[config.mk]
export PLATFORM = sky130hd
export DESIGN_NAME = spi_peripheral_rx_flat
export DESIGN_NICKNAME = d
export VERILOG_FILES = /design/src/rtl/spi_peripheral_rx_if.sv /design/src/rtl/spi_peripheral_rx.sv /design/src/flat_wrapper.sv
export SDC_FILE = /design/constraint.sdc
export NUM_CORES = 1
export LEC_CHECK = 0
export CORE_AREA = 4 4 110 112
export CTS_BUF_LIST = sky130_fd_sc_hd__clkbuf_2 sky130_fd_sc_hd__clkbuf_4 sky130_fd_sc_hd__clkbuf_8
export DETAILED_ROUTE_END_ITERATION = 16
export DIE_AREA = 0 0 114 116
export PLACE_DENSITY_LB_ADDON = 0.05
export SETUP_SLACK_MARGIN = 0.02
export SYNTH_ARGS = -nofsm -noshare
export SYNTH_HDL_FRONTEND = slang
export SYNTH_SLANG_ARGS = --single-unit
[constraint.sdc]
create_clock -name sys_clk -period 2 [get_ports sys_clk]
set_clock_uncertainty 0.05 [all_clocks]
set_input_delay 0.3 -clock sys_clk [delete_from_list [all_inputs] [get_ports sys_clk]]
set_output_delay 0.3 -clock sys_clk [all_outputs]
set_load 0.005 [all_outputs]
[src/rtl/spi_peripheral_rx_if.sv]
// SPI pin group plus the sys_clk-domain reply/receive handshake of spi_peripheral_rx.
interface spi_peripheral_rx_if #(
  parameter int MAX_BYTES_PER_CS = 2
);
  logic                            i_SPI_Clk;
  logic                            i_SPI_MOSI;
  logic                            i_SPI_CS_n;
  logic                            o_SPI_MISO;
  logic                            o_MISO_En;
  logic [7:0]                      i_TX_Byte;
  logic                            i_TX_DV;
  logic [7:0]                      o_RX_Byte;
  logic                            o_RX_DV;
  logic [1:0]                      o_RX_Index;
  logic [8*MAX_BYTES_PER_CS-1:0]   o_Word;
  logic                            o_Word_DV;
  logic                            o_Frame_Err;
  logic                            o_Overrun;

  modport master (
    output i_SPI_Clk, i_SPI_MOSI, i_SPI_CS_n, i_TX_Byte, i_TX_DV,
    input  o_SPI_MISO, o_MISO_En, o_RX_Byte, o_RX_DV, o_RX_Index,
           o_Word, o_Word_DV, o_Frame_Err, o_Overrun
  );

  modport slave (
    input  i_SPI_Clk, i_SPI_MOSI, i_SPI_CS_n, i_TX_Byte, i_TX_DV,
    output o_SPI_MISO, o_MISO_En, o_RX_Byte, o_RX_DV, o_RX_Index,
           o_Word, o_Word_DV, o_Frame_Err, o_Overrun
  );
endinterface

[src/rtl/spi_peripheral_rx.sv]
// Oversampling SPI mode-0 peripheral: receives bytes on MOSI, assembles per-CS words,
// and shifts a reply byte out on MISO, all in the sys_clk domain.
module spi_peripheral_rx #(
  parameter int MAX_BYTES_PER_CS = 2
) (
  input  logic                sys_clk,
  input  logic                i_Rst_L,
  spi_peripheral_rx_if.slave  bus
);
  localparam int         WORD_W   = 8 * MAX_BYTES_PER_CS;
  localparam logic [2:0] MAX_CNT  = 3'(MAX_BYTES_PER_CS);
  localparam logic [2:0] LAST_CNT = 3'(MAX_BYTES_PER_CS - 1);

  typedef enum logic {IDLE, ACTIVE} state_t;

  function automatic logic [WORD_W-1:0] insert_byte(input logic [WORD_W-1:0] w,
                                                    input logic [2:0]        idx,
                                                    input logic [7:0]        b);
    logic [WORD_W-1:0] r;
    r = w;
    for (int s = 0; s < MAX_BYTES_PER_CS; s++)
      if (s == MAX_BYTES_PER_CS - 1 - int'(idx)) r[8*s +: 8] = b;
    return r;
  endfunction

  function automatic logic [1:0] sat_index(input logic [2:0] cnt);
    return (cnt > 3'd3) ? 2'd3 : cnt[1:0];
  endfunction

  state_t            state;
  logic              sck_p0, sck_p1, sck_p2;
  logic              mosi_p0, mosi_p1;
  logic              cs_p0, cs_p1, cs_p2;
  logic [1:0]        warm;
  logic [2:0]        bit_cnt;
  logic [2:0]        byte_cnt;
  logic [7:0]        rx_shift;
  logic [WORD_W-1:0] word_acc;
  logic [7:0]        tx_hold;
  logic [7:0]        tx_shift;
  logic              reload;

  logic              warm_done, sck_rise, sck_fall, cs_rise, cs_fall;
  logic [7:0]        rx_full;
  logic [WORD_W-1:0] word_ins;

  // Edges are only trusted once all three sync stages hold sampled pin values,
  // so a CS_n held low across reset release is not mistaken for a new frame.
  assign warm_done = (warm == 2'd3);
  assign sck_rise  = warm_done &  sck_p1 & ~sck_p2;
  assign sck_fall  = warm_done & ~sck_p1 &  sck_p2;
  assign cs_rise   = warm_done &  cs_p1  & ~cs_p2;
  assign cs_fall   = warm_done & ~cs_p1  &  cs_p2;
  assign rx_full   = {rx_shift[6:0], mosi_p1};
  assign word_ins  = insert_byte(word_acc, byte_cnt, rx_full);

  assign bus.o_SPI_MISO = tx_shift[7];

  always_ff @(posedge sys_clk or negedge i_Rst_L) begin
    if (!i_Rst_L) begin
      state           <= IDLE;
      sck_p0          <= 1'b0;  sck_p1  <= 1'b0;  sck_p2 <= 1'b0;
      mosi_p0         <= 1'b0;  mosi_p1 <= 1'b0;
      cs_p0           <= 1'b1;  cs_p1   <= 1'b1;  cs_p2  <= 1'b1;
      warm            <= 2'd0;
      bit_cnt         <= 3'd0;
      byte_cnt        <= 3'd0;
      rx_shift        <= 8'h00;
      word_acc        <= '0;
      tx_hold         <= 8'h00;
      tx_shift        <= 8'h00;
      reload          <= 1'b0;
      bus.o_MISO_En   <= 1'b0;
      bus.o_RX_Byte   <= 8'h00;
      bus.o_RX_DV     <= 1'b0;
      bus.o_RX_Index  <= 2'd0;
      bus.o_Word      <= '0;
      bus.o_Word_DV   <= 1'b0;
      bus.o_Frame_Err <= 1'b0;
      bus.o_Overrun   <= 1'b0;
    end else begin
      // sync stage boundary: pins -> p0 -> p1 -> p2
      sck_p0  <= bus.i_SPI_Clk;   sck_p1  <= sck_p0;  sck_p2 <= sck_p1;
      mosi_p0 <= bus.i_SPI_MOSI;  mosi_p1 <= mosi_p0;
      cs_p0   <= bus.i_SPI_CS_n;  cs_p1   <= cs_p0;   cs_p2  <= cs_p1;
      if (!warm_done) warm <= warm + 2'd1;

      bus.o_RX_DV     <= 1'b0;
      bus.o_Word_DV   <= 1'b0;
      bus.o_Frame_Err <= 1'b0;
      bus.o_MISO_En   <= ~cs_p1;

      if (bus.i_TX_DV) tx_hold <= bus.i_TX_Byte;

      case (state)
        IDLE: begin
          if (cs_fall) begin
            state    <= ACTIVE;
            bit_cnt  <= 3'd0;
            byte_cnt <= 3'd0;
            word_acc <= '0;
            tx_shift <= tx_hold;
            reload   <= 1'b0;
          end
        end
        ACTIVE: begin
          if (sck_rise) begin
            rx_shift <= rx_full;
            bit_cnt  <= bit_cnt + 3'd1;
            if (bit_cnt == 3'd7) begin
              bus.o_RX_Byte  <= rx_full;
              bus.o_RX_DV    <= 1'b1;
              bus.o_RX_Index <= sat_index(byte_cnt);
              reload         <= 1'b1;
              if (byte_cnt < MAX_CNT) begin
                word_acc <= word_ins;
                if (byte_cnt == LAST_CNT) begin
                  bus.o_Word    <= word_ins;
                  bus.o_Word_DV <= 1'b1;
                end
              end else begin
                bus.o_Overrun <= 1'b1;
              end
              if (byte_cnt != 3'd4) byte_cnt <= byte_cnt + 3'd1;
            end
          end
          // The fall after a completed byte starts the next reply byte.
          if (sck_fall) begin
            if (reload) begin
              tx_shift <= tx_hold;
              reload   <= 1'b0;
            end else begin
              tx_shift <= {tx_shift[6:0], 1'b0};
            end
          end
          if (cs_rise) begin
            state   <= IDLE;
            bit_cnt <= 3'd0;
            if (sck_rise ? (bit_cnt != 3'd7) : (bit_cnt != 3'd0))
              bus.o_Frame_Err <= 1'b1;
          end
        end
        default: state <= IDLE;
      endcase
    end
  end
endmodule

[src/flat_wrapper.sv]
// flat-port wrapper written by rule: the top's interface ports become plain ports
module spi_peripheral_rx_flat 
#(
  parameter int MAX_BYTES_PER_CS = 2
)
  (sys_clk, i_Rst_L, bus_i_SPI_Clk, bus_i_SPI_MOSI, bus_i_SPI_CS_n, bus_i_TX_Byte, bus_i_TX_DV, bus_o_SPI_MISO, bus_o_MISO_En, bus_o_RX_Byte, bus_o_RX_DV, bus_o_RX_Index, bus_o_Word, bus_o_Word_DV, bus_o_Frame_Err, bus_o_Overrun);
  spi_peripheral_rx_if #(.MAX_BYTES_PER_CS(MAX_BYTES_PER_CS)) bus_i ();
  input  logic sys_clk;
  input  logic i_Rst_L;
  input wire logic [$bits(bus_i.i_SPI_Clk)-1:0] bus_i_SPI_Clk;
  input wire logic [$bits(bus_i.i_SPI_MOSI)-1:0] bus_i_SPI_MOSI;
  input wire logic [$bits(bus_i.i_SPI_CS_n)-1:0] bus_i_SPI_CS_n;
  input wire logic [$bits(bus_i.i_TX_Byte)-1:0] bus_i_TX_Byte;
  input wire logic [$bits(bus_i.i_TX_DV)-1:0] bus_i_TX_DV;
  output wire logic [$bits(bus_i.o_SPI_MISO)-1:0] bus_o_SPI_MISO;
  output wire logic [$bits(bus_i.o_MISO_En)-1:0] bus_o_MISO_En;
  output wire logic [$bits(bus_i.o_RX_Byte)-1:0] bus_o_RX_Byte;
  output wire logic [$bits(bus_i.o_RX_DV)-1:0] bus_o_RX_DV;
  output wire logic [$bits(bus_i.o_RX_Index)-1:0] bus_o_RX_Index;
  output wire logic [$bits(bus_i.o_Word)-1:0] bus_o_Word;
  output wire logic [$bits(bus_i.o_Word_DV)-1:0] bus_o_Word_DV;
  output wire logic [$bits(bus_i.o_Frame_Err)-1:0] bus_o_Frame_Err;
  output wire logic [$bits(bus_i.o_Overrun)-1:0] bus_o_Overrun;
  assign bus_i.i_SPI_Clk = bus_i_SPI_Clk;
  assign bus_i.i_SPI_MOSI = bus_i_SPI_MOSI;
  assign bus_i.i_SPI_CS_n = bus_i_SPI_CS_n;
  assign bus_i.i_TX_Byte = bus_i_TX_Byte;
  assign bus_i.i_TX_DV = bus_i_TX_DV;
  assign bus_o_SPI_MISO = bus_i.o_SPI_MISO;
  assign bus_o_MISO_En = bus_i.o_MISO_En;
  assign bus_o_RX_Byte = bus_i.o_RX_Byte;
  assign bus_o_RX_DV = bus_i.o_RX_DV;
  assign bus_o_RX_Index = bus_i.o_RX_Index;
  assign bus_o_Word = bus_i.o_Word;
  assign bus_o_Word_DV = bus_i.o_Word_DV;
  assign bus_o_Frame_Err = bus_i.o_Frame_Err;
  assign bus_o_Overrun = bus_i.o_Overrun;
  spi_peripheral_rx #(.MAX_BYTES_PER_CS(MAX_BYTES_PER_CS)) u_core (.sys_clk(sys_clk), .i_Rst_L(i_Rst_L), .bus(bus_i));
endmodule
==> results.txt <==
The net count of the mapped netlist came out at slightly below 300. The H-tree depth came out at 3. Of the available clock period, the critical path in the final layout requires between 90 and 100%. The proportion of register bits with asynchronous set or reset after synthesis is between 90% and 100%.

The largest single stage delay on the critical path is about 0.58 ns. The sequential share of the synthesized area came out at 57.4%. STA puts the critical path data arrival time at 2.11 ns.

The number of buffers inserted during clock tree synthesis is 9. 46 I/O pins were placed. The count of cells in the finished layout, fillers not included, comes to between 400 and 500. The number of distinct library cells after synthesis came out at 46. The master cell of the clock root buffer is clkbuf_8.

The overall power of the completed layout is 0.00378 W. In this run, synthesis inferred 0 flip-flops with an integrated enable. Setup repair after global routing could not meet its margin everywhere. The number of nets at the end of the flow is 361.

The area after detailed placement came out at roughly 0.0046 mm². The first global-routing pass estimated around 14000 µm of wire. Once placement completed, the tool counted placed cells totaling 469.

The total die area came out at roughly 0.013 mm². The site row count came out at 39. Among cell families on the critical path, the largest total delay comes from flip-flops.

The number of violations of the max-capacitance limit is 0. Synthesis inferred 88 register bits. The worst-margin pin slew is 0.422 ns. Dividing the detail-routed wire length by the instance count gives ~16 µm. For this run, the detailed router's first-pass iteration total came to 4. The timing-limited maximum frequency is ~0.52 GHz. The number of buffers and inverters on the critical path came out at 0. The required time at the worst-slack endpoint came out at between 2 and 2.5 ns. Measured against its own limit, the worst slew margin works out to between 70% and 80%. Hold is met by roughly 0.29 ns. The number of failing setup endpoints in the final timing report is 0. In the routed layout, each cell is associated on average with a via count of a little under 5.

The residual antenna-violating net count after detailed routing came out at 0. In this run the vertical extent of the chip is approximately 120 µm. The count of final hold-check violations came out at 0. The die is 114 µm wide. In the final layout, the share of cells above drive strength 1 is 36.3%. The critical path startpoint category is a flip-flop. The max-slew violation count is 0. The leakage power of the design is 2.26 nW.

The number of antenna violations at the first check in global routing came to 0. For this run, the leading register cell type out of synthesis is dfrtp_1. The worst hold-check path type is primary input to flip-flop. The smallest clock period supported by the final layout is computed as between 1.5 and 2 ns. The via count of the first global-routing pass is 2510. Along the worst path, the maximum fanout reaches 9. The maximum vdd drop came out at between 300 and 400 µV. A synthesized cell averages between 10 and 15 µm². The final standard cell area without fillers came out at roughly 0.0048 mm². The worst setup path category is flip-flop to flip-flop. On the critical path, the stage with the largest delay is an instance of dfstp_2. Counting every sink on the clock net gives slightly below 90. The netlist area before placement is a little under 0.004 mm². In the final layout, the multi-input gates occupy about 0.0015 mm². The HPWL after detailed placement is ~5500 µm. The longest clock path from root to sink contains 2 buffers.

The flow ran to the end, and the final reports show no timing, DRC or antenna violations. The global route total overflow came out at 0. The maximum number of pins on one net before global-route repair is between 40 and 50. The number of filler instances in the final layout is 1093.

The power density over the cells came out at approximately 780 mW/mm². The register area is roughly 0.0022 mm². The clock reaches the later pin of the worst-skew pair after about 0.36 ns. The critical path goes through or3b_2, a21boi_4, mux2_2. TritonCTS built the clock tree. The count of port buffers added during placement came out at between 40 and 50. The initial detailed-routing violation count is about 110. The total global routing track utilization is 13.3%. The total wire length is 8020 µm.

The instance count of the mapped netlist came out at roughly 270. The DRC violation count after routing came out at 0. The sum of negative setup slack came out at 0 ns. During synthesis, Yosys emitted a total of 0 warnings. The via total after detailed routing came out at approximately 2400. The final antenna diode count is 0.

The effective utilization at floorplan came out at 34.2%. STA classifies the critical path endpoint as a flip-flop. Clock-pin slew was measured on the worst setup and hold paths at around 0.080 ns.

The area inside the core boundary is 0.0112 mm². At the end of routability-driven placement, the weighted congestion stood at approximately 0.75. The synthesis-to-finish area growth came out at 25.9%.
final timing paths:
kind	from	to	slack, ns	cells past startpoint
max	u_core.cs_p2	u_core.tx_shift[1]	0.08	3
min	bus_i_SPI_CS_n	u_core.cs_p0	0.29	1
max reg2reg	u_core.cs_p2	u_core.tx_shift[1]	0.08	3
min reg2reg	u_core.sck_p0	u_core.sck_p1	0.30	0
max in group asynchronous	i_Rst_L	u_core.sck_p2	0.94	3
min in group asynchronous	i_Rst_L	u_core.bus.o_RX_Index[0]	0.36	2
report_power, final:
part	switching [W]	total (W)	internal (W)
registers	0.000206	0.00215	0.00194
clock network	0.000604	0.00118	0.000576
logic	0.000170	0.000447	0.000276
total	0.000981	0.00378	0.00279
synthesized netlist by cell type (2+ instances only):
cell type	n	area share (%)
dfrtp_1	85	55
mux2_2	65	19
a221o_1	9	2.3
a22o_1	9	2.1
inv_1	9	0.88
nor2_1	9	0.88
and3_1	8	1.3
ha_1	8	2.6
buf_2	6	0.78
clkbuf_1	4	0.39
mux2_4	4	1.6
nand2_1	4	0.39
nor2b_1	4	0.65
o21ai_0	4	0.52
a21oi_1	3	0.39
and4_1	3	0.68
buf_6	3	0.88
dfstp_2	3	2.1
a31oi_1	2	0.33
a32o_1	2	0.52
nand2b_1	2	0.33
nand4b_1	2	0.46
flip-flops by register name, summed over array words and instances, names as in the netlist, 2 cells and up:
signal                 count
u_core.word_acc           16
u_core.byte_cnt            3
u_core.warm                2
u_core.bus.o_Word         16
u_core.bus.o_RX_Byte       8
u_core.tx_hold             8
u_core.rx_shift            7
u_core.bus.o_RX_Index      2
u_core.bit_cnt             3
u_core.tx_shift            8
placed cells by master (no fill, tap or decap), types with 3 or more instances in the layout:
master,Yosys,layout
inv_1,9,8
o21ai_0,4,4
and4_1,3,3
mux2_2,65,65
mux2_4,4,4
nand2_1,4,3
dfrtp_1,85,84
clkbuf_4,0,4
a22o_1,9,9
a221o_1,9,9
ha_1,8,6
clkdlybuf4s50_1,0,44
buf_4,1,22
clkbuf_8,0,11
and3_1,8,8
nor2_1,9,9
buf_12,0,3
dfstp_2,3,3
nor2b_1,4,4
a21oi_1,3,3
final cells by class:
| cell class | count | share of cell area [%] |
|---|---|---|
| clock inverters | 1 | 0.103 |
| clock buffers | 15 | 3.75 |
| multi-input cells | 160 | 31.9 |
| repair buffers | 71 | 14.2 |
| flip-flops and latches | 88 | 45.6 |
| well taps | 143 | 3.70 |
| inverters | 9 | 0.750 |
worst reg2reg max path, stage by stage (launching register included):
cell and delay [ns]:
dfstp_2 0.58, or3b_2 0.48, a21boi_4 0.33, mux2_2 0.38
stage by stage:
step | utilization [%] | setup slack, ns
after floorplan | - | 0.0212
after global placement | 41.2 | 0.0196
after detailed placement | 41.2 | 0.0453
after CTS | 42.9 | 0.0208
after global routing | 43.1 | -0.0219
final | 43.1 | 0.0796
routing by layer:
layer	up-vias	wire length, µm	track usage [%]	part of all wire [%]
met2	41	3520	18.9	44
met1	1232	4100	19.2	51
met5	-	0	0	0
li1	1131	-	-	-
met3	8	284	3.13	3.5
met4	0	119	6.18	1.5
kinds of logic (layout without fill, tap and decap cells):
group	count (synthesis)	after routing	share of synthesized area, %
AO/OA/AOI/OAI	39	39	8.63
XOR/XNOR	1	1	0.228
adder cells (fa/ha/maj)	8	8	2.60
buffers and inverters	24	96	3.22
flip-flops	88	88	57.4
multiplexers	71	71	21.2
AND/OR/NAND/NOR	41	41	6.77
what timing repair did:
item,CTS,global route
hold buffers,1,0
gates resized for setup,0,5
setup endpoints to repair,0,31
hold endpoints to repair,25,0
setup buffers,0,1
(Power assumes the default switching activity.)
